### src/rtl/wb_regfile.sv
`default_nettype none
// ============================================================================
// Module      : wb_regfile
// Description : 32x32 integer register file with write-to-read bypass and a
//               pending-load scoreboard that drives the ID-stage busy flags.
// Revision    : 1.0 - initial release
// ============================================================================
module wb_regfile #(
    parameter int XLEN  = 32,
    parameter int NREGS = 32
) (
    input  logic            clk,
    input  logic            rst,
    input  logic            regWrite_MEMWB,
    input  logic [4:0]      rd_MEMWB,
    input  logic [XLEN-1:0] wbData_WB,
    input  logic [4:0]      rs1_ID,
    input  logic [4:0]      rs2_ID,
    output logic [XLEN-1:0] rs1Data_ID,
    output logic [XLEN-1:0] rs2Data_ID,
    input  logic            issueValid_ID,
    input  logic            issueMemRead_ID,
    input  logic [4:0]      issueRd_ID,
    input  logic            flush_EX,
    output logic            rs1Busy_ID,
    output logic            rs2Busy_ID
);

    logic [XLEN-1:0]  regs [NREGS];
    logic [NREGS-1:0] pend;
    logic [NREGS-1:0] pend_next;
    logic             ex_valid;
    logic [4:0]       ex_rd;
    logic             mem_valid;
    logic [4:0]       mem_rd;

    logic wr_en;
    logic issue_load;
    logic hit1;
    logic hit2;
    logic flush_kill;

    assign wr_en      = regWrite_MEMWB && (rd_MEMWB != 5'd0);
    assign issue_load = issueValid_ID && issueMemRead_ID && (issueRd_ID != 5'd0);
    assign hit1       = regWrite_MEMWB && (rd_MEMWB == rs1_ID);
    assign hit2       = regWrite_MEMWB && (rd_MEMWB == rs2_ID);

    // A squashed load must not release a bit still owned by an older load in MEM.
    assign flush_kill = flush_EX && ex_valid && !(mem_valid && (mem_rd == ex_rd));

    always_ff @(posedge clk or posedge rst) begin
        if (rst) begin
            for (int i = 0; i < NREGS; i++) begin
                regs[i] <= '0;
            end
        end else if (wr_en) begin
            regs[rd_MEMWB] <= wbData_WB;
        end
    end

    // Read outputs are forced to zero for the whole reset window, bypass included.
    always_comb begin
        rs1Data_ID = '0;
        rs2Data_ID = '0;
        if (!rst && (rs1_ID != 5'd0)) begin
            rs1Data_ID = hit1 ? wbData_WB : regs[rs1_ID];
        end
        if (!rst && (rs2_ID != 5'd0)) begin
            rs2Data_ID = hit2 ? wbData_WB : regs[rs2_ID];
        end
    end

    // Clears are applied first so a same-edge set of the same index wins.
    always_comb begin
        pend_next = pend;
        if (regWrite_MEMWB) begin
            pend_next[rd_MEMWB] = 1'b0;
        end
        if (flush_kill) begin
            pend_next[ex_rd] = 1'b0;
        end
        if (issue_load) begin
            pend_next[issueRd_ID] = 1'b1;
        end
        pend_next[0] = 1'b0;
    end

    always_ff @(posedge clk or posedge rst) begin
        if (rst) begin
            pend      <= '0;
            ex_valid  <= 1'b0;
            ex_rd     <= 5'd0;
            mem_valid <= 1'b0;
            mem_rd    <= 5'd0;
        end else begin
            pend      <= pend_next;
            ex_valid  <= issue_load;
            ex_rd     <= issueRd_ID;
            mem_valid <= ex_valid && !flush_EX;
            mem_rd    <= ex_rd;
        end
    end

    assign rs1Busy_ID = pend[rs1_ID] && !hit1;
    assign rs2Busy_ID = pend[rs2_ID] && !hit2;

endmodule
`default_nettype wire
### config.mk
export PLATFORM = sky130hd
export DESIGN_NAME = wb_regfile
export DESIGN_NICKNAME = d
export VERILOG_FILES = /design/src/rtl/wb_regfile.sv
export SDC_FILE = /design/constraint.sdc
export NUM_CORES = 2
export LEC_CHECK = 0
export ABC_CLOCK_PERIOD_IN_PS = 54000
export CAP_MARGIN = 20
export CORE_ASPECT_RATIO = 0.75
export CORE_MARGIN = 5
export CORE_UTILIZATION = 50
export DETAILED_ROUTE_END_ITERATION = 6
export GPL_TIMING_DRIVEN = 0
export HOLD_SLACK_MARGIN = 0.08
export PLACE_DENSITY = 0.74
export SKIP_LAST_GASP = 1
export SYNTH_ARGS = -nofsm -noshare
export SYNTH_HDL_FRONTEND = slang
export SYNTH_SLANG_ARGS = --single-unit
### constraint.sdc
create_clock -name clk -period 54 [get_ports clk]
set_input_delay 10.8 -clock clk [delete_from_list [all_inputs] [get_ports clk]]
set_output_delay 10.8 -clock clk [all_outputs]
set_load 0.005 [all_outputs]
# Word-level counts from Yosys, hierarchy flattened
# Cells that the tools add are included.
op_classes:
  add_sub_neg: 0
  multipliers: 0
  div: 0
  magnitude_cmp: 12
  eq_ne: 3
  shift: 0
  muxes: 26
  bitwise: 8
  n_reduce_logical: 26
ops:
  columns: ["op", "count"]
  rows:
  - ["$bwmux 1024", 1]
  - ["$mux 32", 12]
  - ["$bmux 32 s5", 2]
  - ["$demux 32 s5", 1]
  - ["$and 32x32->32", 2]
  - ["$not 32->32", 2]
  - ["$or 32x32->32", 1]
  - ["$lt 5x6->1 const B", 5]
  - ["$reduce_bool 5->1", 4]
  - ["$ge 6x6->1 const B", 3]
  - ["$not 5->6", 3]
  - ["$logic_and 1x1->1", 17]
  - ["$demux 1 s5", 3]
  - ["$eq 5x5->1", 3]
  - ["$ge 5x1->1 const B", 3]
  - ["$bmux 1 s5", 2]
  - ["$lt 6x1->1 const B", 1]
  - ["$logic_not 1->1", 5]
  - ["$mux 1", 5]
word_totals:
  regBits: 1067
  latch_bits: 0
  ramBits: 0
  romBits: 0
  in_bits: 58
  elab_cells: 112
  n_memories: 0

# Longest topological paths before layout
logic_depth:
  word_depth: 11
  depth_mapped: 9

# Worst setup path before layout
# OpenSTA, ideal clock, no wires.
synth_timing:
  path_type: "in2out"
  start: "input rst"
  end: "output rs1Data_ID[0]"
  arrival_time_ns: 36.423
  t_required_ns: 43.200
  setup_slack_ns: 6.777
  stages: 5
  path_buffers: 1
  path_cell_list: "inv_1 > o211ai_1 > clkbuf_1 > a21oi_1 > a221o_1"
synth_via:
  elab_chain_len: 3
synth_rtl:
  columns: ["item", "line", "rtl"]
  rows:
  - ["start: declaration", "13", "input logic rst,"]
  - ["$logic_not 1->1 (no source line)", null, null]
  - ["$logic_and 1x1->1", "65", "if (!rst && (rs1_ID != 5'd0)) begin"]
  - ["$mux 32", "65", null]
  - ["end: declaration", "19", "output logic [XLEN-1:0] rs1Data_ID,"]
# Every way passes these cells.

# Final worst setup path
layout_timing:
  start: "input rs2_ID[4]"
  end: "output rs2Data_ID[13]"
layout_via:
  elab_chain_len: 6
  elab_cells_between_ends: 10
  classes_between: "eq/ne: 1; mux: 5; bitwise: 1; reduce/logical: 3"
layout_rtl:
  columns: ["item", "line", "rtl"]
  rows:
  - ["start: declaration", "18", "input logic [4:0] rs2_ID,"]
  - ["$not 5->6 (not written as such)", "69", "rs2Data_ID = hit2 ? wbData_WB : regs[rs2_ID];"]
  - ["$bmux 32 s5", "69", null]
  - ["$mux 32 (not written as such) (2 in a row)", "69", null]
  - ["$mux 32", "69", null]
  - ["$mux 32 *", "68", "if (!rst && (rs2_ID != 5'd0)) begin"]
  - ["end: declaration", "20", "output logic [XLEN-1:0] rs2Data_ID,"]
# Mark *: on every way between the ends. The rest lies on a longest branch, timed or not. The select of a mux whose other input is x is not followed.

==> reports/results.ini <==
[final_layout]
area_growth_pct=13.5
nets=4386
drive_gt1_frac=0.426

[setup_path]
slowest_stage=clkinv_1
critPathArrivalTime_ps=15530
max_stage_delay_ps=840
cp-startpoint=rs2_ID[4]
path_delay_family=buffers and inverters
path_common_cell=clkdlybuf4s50_1
crit_type=in2out
reg2reg_from=ex_rd[3]$_DFF_PP0_
endpoint_kind=primary output
worstSetupStartpointType=input pin
crit_chain=clkdlybuf4s50_1 > buf_2 > clkinv_1 > clkbuf_1 > a221oi_1 > a22oi_1 > a21oi_1 > a221o_1 > clkdlybuf4s50_1
crit_required_ps=43200
cp_num_buf_inv=5
path_max_fanout=10

[cts]
cts_resized=0
htreeDepth=3
post_cts_buffers=0
cts_hold_buf=0
cts_buffers=105
cts_root_buf=clkbuf_16
clk_latency_ps=750
cts_sinks=1067
cts_tree=yes
cts.clk_slew.worst_paths_ps=50
cts.path.max_buffers=3

[power]
powerDensity_nw_per_um2=36.6
power.total_mw=2.39
p_leak_nw=28.1
ir_drop_uv=27.1

[sta]
skew_ps=51.0
min_period_ps=26330
slew_violations=0
rsz0062_at_grt=no
finalSetupTns_ps=0
max_slew_margin=0.0985
finalSetupViolCount=0
hold_violations=0
min_period_over_period=0.488
tightest_slew_ps=1350
max_freq_mhz=38.0

[worst_hold_path]
hp-start=ex_rd[3]$_DFF_PP0_
hp-class=reg2reg

[routing]
drt-pass1-iter-count=7
drtIter0Drc=7198
vias=43900
wirelength_mm=236
ant_nets=0
drc=11
routedWlPerCell_um=39.5
viasPerCell=7.37

[synthesis]
netlist.area_leader.share=0.464
synth_area_per_cell_um2=14.2
yosys-top-cells-area=dfrtp_1 (46%), mux2_2 (21%), mux4_2 (15%)
synthCells=4053
synthFlopType=dfrtp_1
yosys-top-cells-count=dfrtp_1 (1,067), mux2_2 (1,049), mux4_2 (376)
synth_simple_gate_area_share=0.0191
synthArstFlopShare=1.00
yosysMostFrequentCell=dfrtp_1
synthMuxAreaShare=0.398
yosysUniqueCellTypes=50
synth_seq_cells=1067
synth_edf_count=0
yosysTopAreaCell=dfrtp_1
synth_warnings=0
synth_top_family_by_area=multiplexers
synth_fa_ha_area_frac=0
synth-compound-area-share=0.0773
synth_area_um2=57500
syn_nets=4111
synthXorXnorAreaFrac=0.00213
seq_area_frac_synth=0.464

[job]
max-cap-violations=0

[floorplan]
num_rows=107
core_area_um2=114000
die_h_um=304
fp.dieW_um=402
start_util=0.505
ios=124
die_area_um2=122000

[grt]
grt.overflow.total=0
antenna_found_initial=8
grt_pass1_wl_mm=327
grt_max_degree=130
grt_pass1_vias=42600
grtUsageTotal=0.378

[place]
gp_congestion=1.03
place_hpwl_mm=164
port_buffers=110

[status]
status=complete, but fails checks
violations=design-rule violations

cells by family after synthesis:
family	count (synthesis)
buffers and inverters	483
and+or+nand+nor	225
AOI/OAI and AO/OA	580
xor gates and xnor gates	14
muxes	1684
DFF	1067
state kept, by name (all words and copies together), names as in the netlist:
register	cells
pend	31
regs	1024
ex_valid	1
mem_valid	1
mem_rd	5
ex_rd	5
placed cells by master (no fill, tap or decap), types with 28 or more instances in the layout:
cell type,n
dfrtp_1,1067
mux2_2,1049
mux4_2,376
mux2i_1,259
clkbuf_1,249
a22oi_1,155
buf_2,151
a221oi_1,125
clkdlybuf4s50_1,110
clkbuf_16,106
nand2_1,76
a21oi_1,67
a221o_1,63
o21ai_0,53
nor2_1,48
buf_8,44
buf_4,34
a32o_1,31
o21bai_1,31
o221ai_1,28
clkbuf_8,28
routing by layer:
layer	vias up	global-route usage	wire length, um
met5	-	0.0160	297
met4	9	0.214	16400
met3	888	0.213	40400
met2	3903	0.488	91900
met1	22800	0.493	86700
li1	16300	-	-
worst reg2reg max path, delay by kind of cell, from the launching register on:
| family | cells | cell delay (ps) |
|---|---|---|
| buf+inv | 1 | 310 |
| simple gates | 2 | 250 |
| flops | 1 | 330 |
| xor+xnor | 1 | 180 |
| compound gates | 2 | 1020 |
cell type report:
type | count | area (um2)
Antenna cell | 17 | 42.5
Buffer | 460 | 2180
Clock buffer | 155 | 3120
Clock inverter | 39 | 582
Fill cell | 9050 | 48700
Inverter | 23 | 93.8
Multi-Input combinational cell | 2503 | 28500
Sequential cell | 1067 | 26700
Tap cell | 1526 | 1910
Timing Repair Buffer | 168 | 2100
stage by stage:
stage / worst slack [ps] / util / area, um2 / instances / hold WS (ps)
global placement: -7930 / 0.531 / 60500 / 5689 / 354
finish: 27670 / 0.573 / 65300 / 5958 / 369
global route: 27890 / 0.573 / 65200 / 5943 / 392
detailed placement: 28170 / 0.539 / 61400 / 5738 / 356
CTS: 28160 / 0.571 / 65100 / 5932 / 370
floorplan: 6780 / - / 57500 / 4053 / 349
worst paths after layout:
| check | endpoint | slack, ps | cells after the start |
|---|---|---|---|
| min | mem_rd[3]$_DFF_PP0_ | 370 | 0 |
| max reg2reg | pend[3]$_DFF_PP0_ | 51830 | 6 |
| min reg2reg | mem_rd[3]$_DFF_PP0_ | 370 | 0 |
| min in group asynchronous | regs[896]$_DFFE_PP0P_ | 10710 | 2 |
| max | rs2Data_ID[13] | 27670 | 9 |
| max in group asynchronous | regs[976]$_DFFE_PP0P_ | 41370 | 5 |
where the power goes:
group	switching, mW	total [mW]	internal [mW]
registers	0.115	1.06	0.950
clock network	0.345	0.807	0.462
logic	0.236	0.515	0.280
No activity file was read; power rests on OpenSTA's default activity.
